$ cat src/rtl/if_stage.sv
`default_nettype none
// ============================================================================
// Module   : if_stage
// Brief    : Instruction fetch (PC + req/ack memory handshake) and IF/ID register.
// Revision : 1.0
// ============================================================================
module if_stage #(
    parameter logic [31:0] RESET_PC  = 32'h00000000,
    parameter logic [31:0] NOP_INSTR = 32'h00000013
) (
    input  logic        CLK,
    input  logic        RST,
    input  logic        STALL,
    input  logic        BRANCH_TAKEN,
    input  logic [31:0] BRANCH_TARGET,
    output logic        IMEM_REQ,
    output logic [31:0] IMEM_ADDR,
    input  logic        IMEM_ACK,
    input  logic [31:0] IMEM_RDATA,
    output logic [31:0] IF_PC,
    output logic [31:0] IF_INSTRUCTION,
    output logic [31:0] IF_PC_PLUS4,
    output logic        IF_VALID
);

    typedef enum logic [1:0] {
        S_IDLE  = 2'd0,
        S_REQ   = 2'd1,
        S_HOLD  = 2'd2,
        S_DRAIN = 2'd3
    } state_t;

    state_t      state, state_nxt;
    logic [31:0] pc, pc_nxt;
    logic [31:0] drain_addr, drain_addr_nxt;
    logic [31:0] skid_pc, skid_pc_nxt;
    logic [31:0] skid_instr, skid_instr_nxt;
    logic [31:0] id_pc, id_pc_nxt;
    logic [31:0] id_instr, id_instr_nxt;
    logic [31:0] id_pc4, id_pc4_nxt;
    logic        id_valid, id_valid_nxt;

    logic [31:0] pc_plus4;
    logic [31:0] redirect_pc;

    assign pc_plus4    = pc + 32'd4;
    assign redirect_pc = {BRANCH_TARGET[31:2], 2'b00};

    // While draining, the bus must keep showing the address that is still outstanding.
    assign IMEM_REQ  = (state == S_REQ) || (state == S_DRAIN);
    assign IMEM_ADDR = (state == S_DRAIN) ? drain_addr : pc;

    assign IF_PC          = id_pc;
    assign IF_INSTRUCTION = id_instr;
    assign IF_PC_PLUS4    = id_pc4;
    assign IF_VALID       = id_valid;

    always_comb begin
        state_nxt      = state;
        pc_nxt         = pc;
        drain_addr_nxt = drain_addr;
        skid_pc_nxt    = skid_pc;
        skid_instr_nxt = skid_instr;
        id_pc_nxt      = id_pc;
        id_instr_nxt   = id_instr;
        id_pc4_nxt     = id_pc4;
        id_valid_nxt   = id_valid;

        if (BRANCH_TAKEN) begin
            id_instr_nxt = NOP_INSTR;
            id_valid_nxt = 1'b0;
            pc_nxt       = redirect_pc;
            case (state)
                S_REQ: begin
                    if (!IMEM_ACK) begin
                        state_nxt      = S_DRAIN;
                        drain_addr_nxt = pc;
                    end
                end
                S_DRAIN: begin
                    if (IMEM_ACK) begin
                        state_nxt = S_REQ;
                    end
                end
                default: state_nxt = S_REQ;
            endcase
        end else begin
            case (state)
                S_IDLE: begin
                    state_nxt = S_REQ;
                end
                S_REQ: begin
                    if (IMEM_ACK) begin
                        if (STALL) begin
                            skid_pc_nxt    = pc;
                            skid_instr_nxt = IMEM_RDATA;
                            state_nxt      = S_HOLD;
                        end else begin
                            id_pc_nxt    = pc;
                            id_instr_nxt = IMEM_RDATA;
                            id_pc4_nxt   = pc_plus4;
                            id_valid_nxt = 1'b1;
                            pc_nxt       = pc_plus4;
                        end
                    end else if (!STALL) begin
                        id_instr_nxt = NOP_INSTR;
                        id_valid_nxt = 1'b0;
                    end
                end
                S_HOLD: begin
                    if (!STALL) begin
                        id_pc_nxt    = skid_pc;
                        id_instr_nxt = skid_instr;
                        id_pc4_nxt   = skid_pc + 32'd4;
                        id_valid_nxt = 1'b1;
                        pc_nxt       = pc_plus4;
                        state_nxt    = S_REQ;
                    end
                end
                S_DRAIN: begin
                    id_instr_nxt = NOP_INSTR;
                    id_valid_nxt = 1'b0;
                    if (IMEM_ACK) begin
                        state_nxt = S_REQ;
                    end
                end
                default: state_nxt = S_IDLE;
            endcase
        end
    end

    always_ff @(posedge CLK or posedge RST) begin
        if (RST) begin
            state      <= S_IDLE;
            pc         <= RESET_PC;
            drain_addr <= 32'd0;
            skid_pc    <= 32'd0;
            skid_instr <= 32'd0;
            id_pc      <= 32'd0;
            id_instr   <= NOP_INSTR;
            id_pc4     <= 32'd0;
            id_valid   <= 1'b0;
        end else begin
            state      <= state_nxt;
            pc         <= pc_nxt;
            drain_addr <= drain_addr_nxt;
            skid_pc    <= skid_pc_nxt;
            skid_instr <= skid_instr_nxt;
            id_pc      <= id_pc_nxt;
            id_instr   <= id_instr_nxt;
            id_pc4     <= id_pc4_nxt;
            id_valid   <= id_valid_nxt;
        end
    end

endmodule
`default_nettype wire

$ cat config.mk
export PLATFORM = sky130hd
export DESIGN_NAME = if_stage
export DESIGN_NICKNAME = d
export VERILOG_FILES = /design/src/rtl/if_stage.sv
export SDC_FILE = /design/constraint.sdc
export NUM_CORES = 1
export LEC_CHECK = 0
export BUFFER_PORTS_ARGS = -buffer_cell sky130_fd_sc_hd__buf_2
export CELL_PAD_IN_SITES_DETAIL_PLACEMENT = 0
export CELL_PAD_IN_SITES_GLOBAL_PLACEMENT = 1
export CORE_MARGIN = 5
export CORE_UTILIZATION = 44
export CTS_CLUSTER_SIZE = 25
export DETAILED_ROUTE_END_ITERATION = 10
export GPL_ROUTABILITY_DRIVEN = 0
export PLACE_DENSITY = 0.78
export SETUP_SLACK_MARGIN = 0.3
export SYNTH_ARGS = -nofsm -noshare
export SYNTH_HDL_FRONTEND = slang
export SYNTH_SLANG_ARGS = --single-unit
$ cat constraint.sdc
create_clock -name CLK -period 9 [get_ports CLK]
set_input_delay 0.9 -clock CLK [delete_from_list [all_inputs] [get_ports CLK]]
set_output_delay 0.9 -clock CLK [all_outputs]
set_load 0.01 [all_outputs]
==> results of run 1 <==
[worst paths after layout]
check,slack (ns),endpoint,start
max,5.66,IMEM_ADDR[7],state[0]
min,0.46,IF_INSTRUCTION[4],IF_INSTRUCTION[4]
max reg2reg,6.23,pc[28],pc[13]
min reg2reg,0.46,IF_INSTRUCTION[4],IF_INSTRUCTION[4]
max in group asynchronous,6.87,IF_INSTRUCTION[26],RST
min in group asynchronous,0.59,IF_PC[27],RST
[power breakdown]
part           leakage, uW  switching (uW)  internal [uW]
registers          0.00271             186           1190
logic              0.00263             307            293
clock network     0.000413             401            633
[kinds of logic after synthesis]
group,count (synthesis)
compound gates,181
xor+xnor,80
fa+ha+maj,2
buf+inv,114
flops,217
mux,153
other cells,1
simple gates,305
[state kept, by name (all words and copies together) (netlist names)]
| register | flops |
|---|---|
| pc | 30 |
| skid_pc | 30 |
| state | 2 |
| drain_addr | 30 |
| IF_PC_PLUS4 | 30 |
| IF_PC | 30 |
| IF_INSTRUCTION | 32 |
| skid_instr | 32 |
| IF_VALID | 1 |
[placed cells by master (no fill, tap or decap), types with 7 or more instances in the layout]
cell,instances
a21oi_1,16
a22oi_1,29
and4_1,7
buf_2,189
buf_4,13
clkbuf_1,8
clkbuf_16,25
dfrtp_1,214
inv_1,10
mux2_2,118
mux2i_1,35
nand2_1,157
nand3_1,21
nand4_1,23
nor2_1,35
nor3_1,17
nor4_2,8
o21ai_0,72
o21ai_1,8
o221ai_1,8
o31ai_1,32
xnor2_1,32
xor2_1,48
[layout make-up]
class                   count  share of cell area (%)
diodes                      2                  0.0387
clock buffers              37                    5.50
clock inverters             9                   0.987
inverters                  11                   0.377
multi-input cells         727                    39.8
flip-flops and latches    217                    42.0
well taps                 330                    3.19
repair buffers            202                    8.07
[layer usage]
| metal | GRT usage, % | wire length, microns | up-vias |
|---|---|---|---|
| met5 | 0 | 47 | - |
| met1 | 28.4 | 12800 | 4046 |
| met2 | 30.2 | 12900 | 231 |
| met3 | 5.56 | 2280 | 48 |
| met4 | 5.58 | 679 | 8 |
| li1 | - | - | 3950 |
[metrics by stage]
| step | setup slack [ns] | total power, uW | std cells | utilization [%] |
|---|---|---|---|---|
| global route | 5.55 | 3180 | 1535 | 51.8 |
| global placement | 6.15 | 1970 | 1487 | 48.4 |
| CTS | 5.60 | 3040 | 1533 | 51.8 |
| finish | 5.66 | 3000 | 1535 | 51.8 |
| floorplan | 2.17 | 1760 | 1058 | - |
| detailed placement | 6.14 | 2000 | 1487 | 48.4 |
[Yosys cell counts (all sizes together), types with 4 or more instances]
library cell / number
a21oi: 16
a22oi: 29
and3: 4
and4: 7
buf: 41
clkbuf: 62
dfrtp: 214
inv: 11
mux2: 118
mux2i: 35
nand2: 158
nand3: 24
nand4: 24
nor2: 36
nor3: 18
nor4: 17
o21ai: 80
o221ai: 10
o31ai: 32
xnor2: 32
xor2: 48
[worst max-delay path: stages, from the launching register on]
cell     delay, ns
dfrtp_1       0.48
nand2_1       0.52
buf_4         0.38
mux2_2        0.39
buf_2         0.14
==> results.txt, run 1 <==
----------------------------------------------------
[Logic synthesis]
  Cell area after technology mapping ... 11,100 sq um
  Top cells by area in the synthesized netlist ... dfrtp_1 48%, mux2_2 12%, nand2_1 5.4%, xor2_1 3.8%, o21ai_0 3.3%
  Simple-Gate Fraction of Synth Area ... 13.9%
  Number of library cell types mapped by synthesis ... 52
  Async set-reset flop share out of synthesis ... 100%
  Dominant register cell in the synthesized netlist ... dfrtp_1
  Flops & latches, synth ... 217
  Number of synthesized flops with an enable pin ... 0
  Synthesis Warnings ... 0
  Post-synth top area share ... 48.5%
  Cells after synthesis ... 1,053
  Sequential fraction of the synthesis area ... 49.2%
  Dominant combinational cell family by area after synthesis ... multiplexers
  Average cell area after synthesis ... 10.5 sq um
  Multiplexer share of the synthesized area ... 15.2%
  Cell taking the most area after synthesis ... dfrtp_1
  Post-synthesis xor/xnor area fraction ... 6.34%
  Compound-cell area share of the yosys netlist ... 10.5%
  Post-Synth Adder-Cell Area ... 0.226%

[Timing]
  Pins over their slew limit ... 0
  Achievable clock frequency ... 300 MHz
  Worst-Margin Slew ... 1.04 ns
  Final-report hold violation count ... 0
  Clk_skew ... 0.0194 ns
  Final Critical Period ... 3.34 ns
  Worst-case hold slack ... 0.460 ns
  Final cycle utilization of the critical path ... 37.1%
  Final total negative setup slack ... 0 ns
  Slew margin rel. ... 29.8%
  RSZ-0062 raised after global routing ... no
  Final setup violating endpoints ... 0

[Floorplanning]
  Total die area ... 28,400 sq um
  DIE HEIGHT ... 168 microns
  Boundary Pins ... 199
  Starting density of the core ... 44.3%
  Core footprint ... 25,000 sq um
  Row count ... 58
  Floorplan die width ... 168 microns

[Worst setup path]
  Endpoint required time on the critical path ... 8.10 ns
  Arrival @ worst endpoint ... 2.44 ns
  Number of cells on the worst reg-to-reg path ... 5
  Category of the worst setup path capture point ... output pin
  CP Class ... flop to output pin
  Startpoint type of the worst setup path ... flop
  Critical path peak fanout ... 18

[CTS]
  Clock sink total ... 217
  TritonCTS Buffers ... 25
  Number of hold-repair buffers added at the cts stage ... 0
  Htree depth ... 1
  CTS tree ... built
  Clock tree buffer depth ... 3
  Register clock-pin slew on the reported worst setup and hold paths ... 0.06 ns
  Worst-Skew Late Latency ... 0.52 ns
  Post-CTS Resized ... 0
  Buffers inserted by post-CTS timing repair ... 0
  Clk Tree Root Cell ... clkbuf_16

[Min path]
  Number of instances on the worst hold path ... 2
  Tightest Hold Check Type ... flop to flop

[Job]
  Maxcap violations ... 0

[Placed design]
  Cell area reported after detailed placement ... 12,100 sq um
  DPL Wire Length ... 19,700 microns
  IO buf count ... 190

[Power]
  Total leakage power ... 0.00575 uW
  P per Cell Area ... 232 nW/um^2
  Peak supply drop ... 0.135 mV

[Layout]
  Area of the multi-input gates ... 5150 sq um
  FF/Latch Area ... 5430 sq um
  Count of filler cells inserted in the layout ... 2,380
  Fraction of final layout cells with drive strength greater than 1 ... 32.3%
  Post-synthesis to final-layout area growth ... 17.0%
  Count of nets after finishing ... 1,255
  Final Instance Area ... 12,900 sq um

[Run status]
  Status ... complete, no violations

[GRT]
  Number of global-route vias before repair ... 8,249
  Global Route Usage Sum ... 20.0%
  Pin count of the biggest net entering global routing ... 146
  Remaining global-route overflow ... 0
  Antenna violations before repair ... 6
  First-pass GRT wire length ... 46,100 microns

[Detailed routing]
  Initial DRT Pass Iterations ... 7
  ANT nets after route ... 0
  WL per Instance ... 18.7 microns
  First-iteration detailed-routing DRC count ... 517
  Final Routed Wirelength ... 28,700 microns
  Vias per cell ... 5.40
  Via count ... 8,283
  DRC Markers ... 0

----------------------------------------------------
No activity file was read; power rests on OpenSTA's default activity.
==> run 2: changes to the inputs <==
clock period = 3.3 ns   (was 9 ns; I/O delays follow)
==> results.txt, run 2 (synthesis gave the netlist of run 1 again) <==
----------------------------------------------------
[Timing]
  Final Critical Period ... 2.50 ns
  Pins over their slew limit ... 0 (unchanged)
  Final total negative setup slack ... 0 ns (unchanged)
  Clk_skew ... 0.0190 ns (-0.000465 ns)
  Final-report hold violation count ... 0 (unchanged)
  Fin worst setup slack ... 0.800 ns (-4.86 ns)
  Slew margin rel. ... 42.1% (+12 points)
  Achievable clock frequency ... 400 MHz
  Final setup violating endpoints ... 0 (unchanged)
  Worst-Margin Slew ... 0.868 ns (-0.176 ns)
  Final cycle utilization of the critical path ... 75.8%
  RSZ-0062 raised after global routing ... no

[Worst setup path]
  Startpoint type of the worst setup path ... flop
  Endpoint required time on the critical path ... 3.68 ns (-4.42 ns)
  CP Class ... flop to flop
  Arrival @ worst endpoint ... 2.88 ns (+0.44 ns)
  Category of the worst setup path capture point ... flop
  Critical path peak fanout ... 10 (-8)

[GRT]
  Global Route Usage Sum ... 20.2% (+0.26 points)
  Remaining global-route overflow ... 0 (unchanged)
  Pin count of the biggest net entering global routing ... 127 (-13%)
  Antenna violations before repair ... 5 (-1)
  Number of global-route vias before repair ... 8,318 (+0.84%)
  First-pass GRT wire length ... 46,700 microns (+1.3%)

[Detailed routing]
  Via count ... 8,302 (+0.23%)
  DRC Markers ... 0 (unchanged)
  WL per Instance ... 18.9 microns (+1.0%)
  First-iteration detailed-routing DRC count ... 481 (-7.0%)
  Final Routed Wirelength ... 29,100 microns (+1.4%)
  Initial DRT Pass Iterations ... 4 (-3)
  ANT nets after route ... 0 (unchanged)
  Vias per cell ... 5.39 (-0.16%)

[CTS]
  Buffers inserted by post-CTS timing repair ... 0 (unchanged)
  Clock tree buffer depth ... 3 (unchanged)
  Htree depth ... 1 (unchanged)
  Clock sink total ... 217 (unchanged)
  CTS tree ... built
  TritonCTS Buffers ... 24 (-4.0%)
  Clk Tree Root Cell ... clkbuf_16
  Worst-Skew Late Latency ... 0.52 ns (about the same)
  Register clock-pin slew on the reported worst setup and hold paths ... 0.06 ns (about the same)

[Job]
  Maxcap violations ... 0 (unchanged)

[Layout]
  Count of nets after finishing ... 1,265 (+0.80%)
  Post-synthesis to final-layout area growth ... 17.8%
  Most frequent cells in the layout ... 214 x dfrtp_1, 189 x buf_2, 157 x nand2_1
  Fraction of final layout cells with drive strength greater than 1 ... 32.9% (+0.61 points)
  Diode insertion count for antenna repair ... 0 (-2)
  Most common library cell in the layout ignoring fill and taps ... dfrtp_1
  Count of filler cells inserted in the layout ... 2,313 (-2.8%)

[Power]
  Total leakage power ... 0.00580 uW (+0.86%)
  Peak supply drop ... 0.399 mV (+190%)
  P per Cell Area ... 624 nW/um^2 (+170%)

[Min path]
  Tightest Hold Check Type ... primary input to flop

[Floorplanning]
  DIE HEIGHT ... 168 microns (unchanged)
  Boundary Pins ... 199 (unchanged)
  Starting density of the core ... 44.3% (unchanged)
  Core footprint ... 25,000 sq um (unchanged)
  Total die area ... 28,400 sq um (unchanged)
  Row count ... 58 (unchanged)
  Floorplan die width ... 168 microns (unchanged)

[Placed design]
  Dpl ws ... 0.807 ns (-5.33 ns)
  DPL Wire Length ... 20,200 microns (+2.4%)
  IO buf count ... 190 (unchanged)

[Run status]
  Status ... complete, no violations

----------------------------------------------------
==> run 2: cell count changes in the layout (fill, tap and decap cells not counted), moves of 2 or more <==
| cell | delta |
|---|---|
| clkbuf_1 | -3 |
| buf_4 | +7 |
| inv_6 | -2 |
| bufinv_16 | -2 |
| buf_12 | +3 |
| diode_2 | -2 |
| clkbuf_8 | +5 |
==> run 2: report_power, final <==
| group | internal (uW) | switching [uW] | total, uW |
|---|---|---|---|
| Sequential | 3230 | 509 | 3740 |
| Clock | 1660 | 1070 | 2730 |
| Combinational | 810 | 836 | 1650 |
==> run 2: critical path, cell delays in order, from the launching register on <==
cell and delay (ns):
dfrtp_1 0.53, ha_1 0.32, nand3_4 0.17, or4_4 0.67, nor4_2 0.39, xnor2_1 0.19, o221ai_2 0.11
==> run 2: metrics by stage <==
stage	std cells	cell area (sq um)	hold WS, ns	total power [uW]	utilization [%]
final	1541	13000	0.0215	8120	52.1
after floorplan	1058	11100	0.447	4790	-
after detailed placement	1497	12200	0.451	5460	48.8
after global placement	1497	12200	0.451	5400	48.8
after global routing	1541	13000	0.0320	8570	52.1
after CTS	1541	13000	0.00328	8220	52.1
==> run 2: routing by layer <==
layer | routed length (microns) | part of all wire [%] | global-route usage, % | vias up
li1 | - | - | - | 3982
met4 | 561 | 1.9 | 4.34 | 10
met1 | 13100 | 45 | 29.0 | 4036
met5 | 38 | 0.13 | 0 | -
met3 | 2240 | 7.7 | 5.58 | 47
met2 | 13100 | 45 | 31.1 | 227
==> run 2: worst paths after layout <==
kind,from,to,slack (ns),cells past startpoint
min in group asynchronous,RST,pc[24],0.55,4
worst max-delay path,pc[2],IF_PC_PLUS4[26],0.80,6
worst min-delay path,BRANCH_TARGET[30],pc[30],0.02,3
worst min register to register,IF_INSTRUCTION[0],IF_INSTRUCTION[0],0.46,2
worst max register to register,pc[2],IF_PC_PLUS4[26],0.80,6
max in group asynchronous,RST,pc[5],2.11,4
==> run 2: final cells by class <==
class	count	area (sq um)	share of cell area (%)
Sequential cell	217	5430	41.7
Multi-Input combinational cell	727	5150	39.5
Timing Repair Buffer	213	1170	8.96
Clock buffer	39	768	5.90
Tap cell	330	413	3.17
Clock inverter	4	45.0	0.346
Inverter	11	45.0	0.346
==> run 2: timing repair <==
item                                   in CTS  in global routing
resized for setup                           0                  0
hold buffers                                1                  0
endpoints found under the hold margin       2                  0
==> run 3: changes to the inputs <==
CORE_UTILIZATION = 40   (was 44)
PLACE_DENSITY = 0.74   (was 0.78)
clock period = 2.1 ns   (was 3.3 ns; I/O delays follow)
==> results.txt, run 3 (synthesis gave the netlist of run 1 again) <==
----------------------------------------------------
[Layout]
  Most common library cell in the layout ignoring fill and taps ... dfrtp_1
  Fraction of final layout cells with drive strength greater than 1 ... 42.6% (+9.7 points)
  Count of nets after finishing ... 1,475 (+17%)
  Final Instance Area ... 16,300 sq um (+25%)
  Post-synthesis to final-layout area growth ... 47.7%
  Most frequent cells in the layout ... 204 x dfrtp_1, 159 x buf_2, 152 x nand2_1

[Worst setup path]
  CP Class ... flop to flop
  Family with the most delay on the worst path ... buffers and inverters
  Startpoint type of the worst setup path ... flop
  Arrival @ worst endpoint ... 2.46 ns (-0.42 ns)
  Crit path max-delay cell type ... dfrtp_1
  Setup slack of the worst register-to-register path ... 0.05 ns (-0.75 ns)
  Most used cell, CP ... buf_4
  Cell-by-cell listing of the critical path ... buf_4, buf_6, nand3b_1, buf_4, nor3b_4, buf_12, clkbuf_16, mux2_2
  Crit path largest cell delay ... 0.37 ns (-0.30 ns)
  Source of the critical timing path ... state[0]
  Worst reg2reg endpoint ... skid_pc[28]
  Crit path buf inv count ... 5 (+5)
  Category of the worst setup path capture point ... flop
  Number of cells on the worst reg-to-reg path ... 8 (+2)
  Critical path peak fanout ... 8 (-2)
  Endpoint required time on the critical path ... 2.51 ns (-1.17 ns)
  Launching point of the worst reg2reg path ... state[0]

[Floorplanning]
  DIE HEIGHT ... 176 microns (+4.6%)
  Row count ... 60 (+3.4%)
  Boundary Pins ... 199 (unchanged)
  Starting density of the core ... 40.8% (-3.5 points)
  Total die area ... 31,100 sq um (+9.4%)
  Floorplan die width ... 176 microns (+4.6%)
  Core footprint ... 27,100 sq um (+8.6%)

[Timing]
  RSZ-0062 raised after global routing ... yes
  Final setup violating endpoints ... 0 (unchanged)
  Final total negative setup slack ... 0 ns (unchanged)
  Final cycle utilization of the critical path ... 97.7% (+22 points)
  Clk_skew ... 0.00901 ns (-0.00994 ns)
  Final-report hold violation count ... 0 (unchanged)
  Worst-case hold slack ... 0.0406 ns (+0.0192 ns)
  Pins over their slew limit ... 0 (unchanged)
  Fin worst setup slack ... 0.0490 ns (-0.751 ns)
  Final Critical Period ... 2.05 ns (-0.449 ns)
  Achievable clock frequency ... 488 MHz (+22%)

[Placed design]
  Cell area reported after detailed placement ... 12,800 sq um (+5.2%)
  DPL Wire Length ... 22,500 microns (+11%)
  Dpl ws ... -0.0136 ns (-0.820 ns)
  IO buf count ... 190 (unchanged)

[CTS]
  Register clock-pin slew on the reported worst setup and hold paths ... 0.06 ns (about the same)
  Clock sink total ... 217 (unchanged)
  Clock tree buffer depth ... 3 (unchanged)
  Htree depth ... 1 (unchanged)
  TritonCTS Buffers ... 26 (+8.3%)
  Worst-Skew Late Latency ... 0.53 ns (about the same)
  CTS tree ... built
  Clk Tree Root Cell ... clkbuf_16

[Job]
  Maxcap violations ... 0 (unchanged)

[GRT]
  Number of global-route vias before repair ... 9,441 (+14%)
  Pin count of the biggest net entering global routing ... 77 (-39%)
  Global Route Usage Sum ... 21.2% (+0.97 points)
  Antenna violations before repair ... 1 (-4)
  First-pass GRT wire length ... 53,400 microns (+14%)
  Remaining global-route overflow ... 0 (unchanged)

[Detailed routing]
  DRC Markers ... 0 (unchanged)
  WL per Instance ... 20.6 microns (+9.1%)
  Vias per cell ... 5.40 (+0.23%)
  Initial DRT Pass Iterations ... 5 (+1)
  ANT nets after route ... 0 (unchanged)
  Final Routed Wirelength ... 36,900 microns (+27%)
  Via count ... 9,687 (+17%)
  First-iteration detailed-routing DRC count ... 690 (+43%)

[Min path]
  Number of instances on the worst hold path ... 4 (+1)
  Tightest Hold Check Type ... primary input to flop
  Worst Hold Endpoint ... state[1]
  Startpoint of the lowest-slack hold path ... IMEM_ACK

[Power]
  P per Cell Area ... 881 nW/um^2 (+41%)
  Peak supply drop ... 0.503 mV (+26%)
  Total leakage power ... 0.00755 uW (+30%)

[Run status]
  Status ... complete, no violations

----------------------------------------------------
==> run 3: cell count changes in the layout (fill, tap and decap cells not counted), moves of 10 or more <==
cell	before	now
buf_4	20	108
dlygate4sd3_1	1	65
mux2_2	118	63
mux2_4	0	55
buf_6	0	54
buf_2	189	159
clkbuf_16	25	40
buf_12	3	16
o21ai_0	72	59
o21ai_1	8	21
dfrtp_1	214	204
dfrtp_2	0	10
nor4_4	3	13
==> run 3: report_power, final <==
group          switching (uW)  internal, uW  total (uW)  leakage [uW]
clock                    1770          2970        4740      0.000444
sequential                704          5090        5790       0.00270
combinational            1810          2040        3850       0.00441
total                    4280         10100       14400       0.00755
==> run 3: final cells by class <==
cell class / instances / area [sq um]
sequential: 217 / 5450
clock buffer: 36 / 749
inverter: 11 / 45.0
tap: 372 / 465
clock inverter: 9 / 149
fill: 2203 / 10800
timing repair buffer: 420 / 3620
antenna: 1 / 2.50
multi-input combinational: 728 / 5850
==> run 3: what timing repair did <==
item                                    in CTS  in global routing
pin swaps                                   38                 30
gates resized for setup                     72                178
hold buffers                                65                  0
buffers inserted                            27                 34
cloned                                       5                 18
endpoints found under the setup margin     112                215
hold endpoints to repair                   201                  0
==> run 3: how the worst max path moves through the flow <==
stage                     cells past startpoint  slack [ns]                 end
final                                         8        0.05         skid_pc[28]
after global placement                        5        0.04     IF_PC_PLUS4[25]
after CTS                                     5        0.04        IMEM_ADDR[9]
after floorplan                               1       -0.93  IF_INSTRUCTION[10]
after global routing                          8       -0.02         skid_pc[28]
after detailed placement                      5       -0.01     IF_PC_PLUS4[25]
==> run 3: metal layers <==
layer / GRT usage (%) / up-vias / routed length [microns] / part of all wire (%)
met5: 0 / - / 0 / 0
met3: 3.06 / 59 / 2280 / 6.2
li1: - / 4401 / - / -
met4: 3.83 / 0 / 775 / 2.1
met2: 34.5 / 352 / 17300 / 47
met1: 30.6 / 4875 / 16600 / 45
==> run 3: through the flow <==
stage | utilization [%] | instances | power (uW)
detailed placement | 47.3 | 1599 | 8820
CTS | 55.3 | 1741 | 13900
global route | 60.2 | 1794 | 15100
floorplan | - | 1058 | 7560
finish | 60.2 | 1794 | 14400
global placement | 47.3 | 1599 | 8730
==> run 3: worst register-to-register path: cells and delay by family, from the launching register on <==
| family | cells | cell delay [ns] |
|---|---|---|
| AND/OR/NAND/NOR | 2 | 0.42 |
| multiplexers | 1 | 0.34 |
| buffers and inverters | 5 | 0.81 |
| flip-flops | 1 | 0.37 |
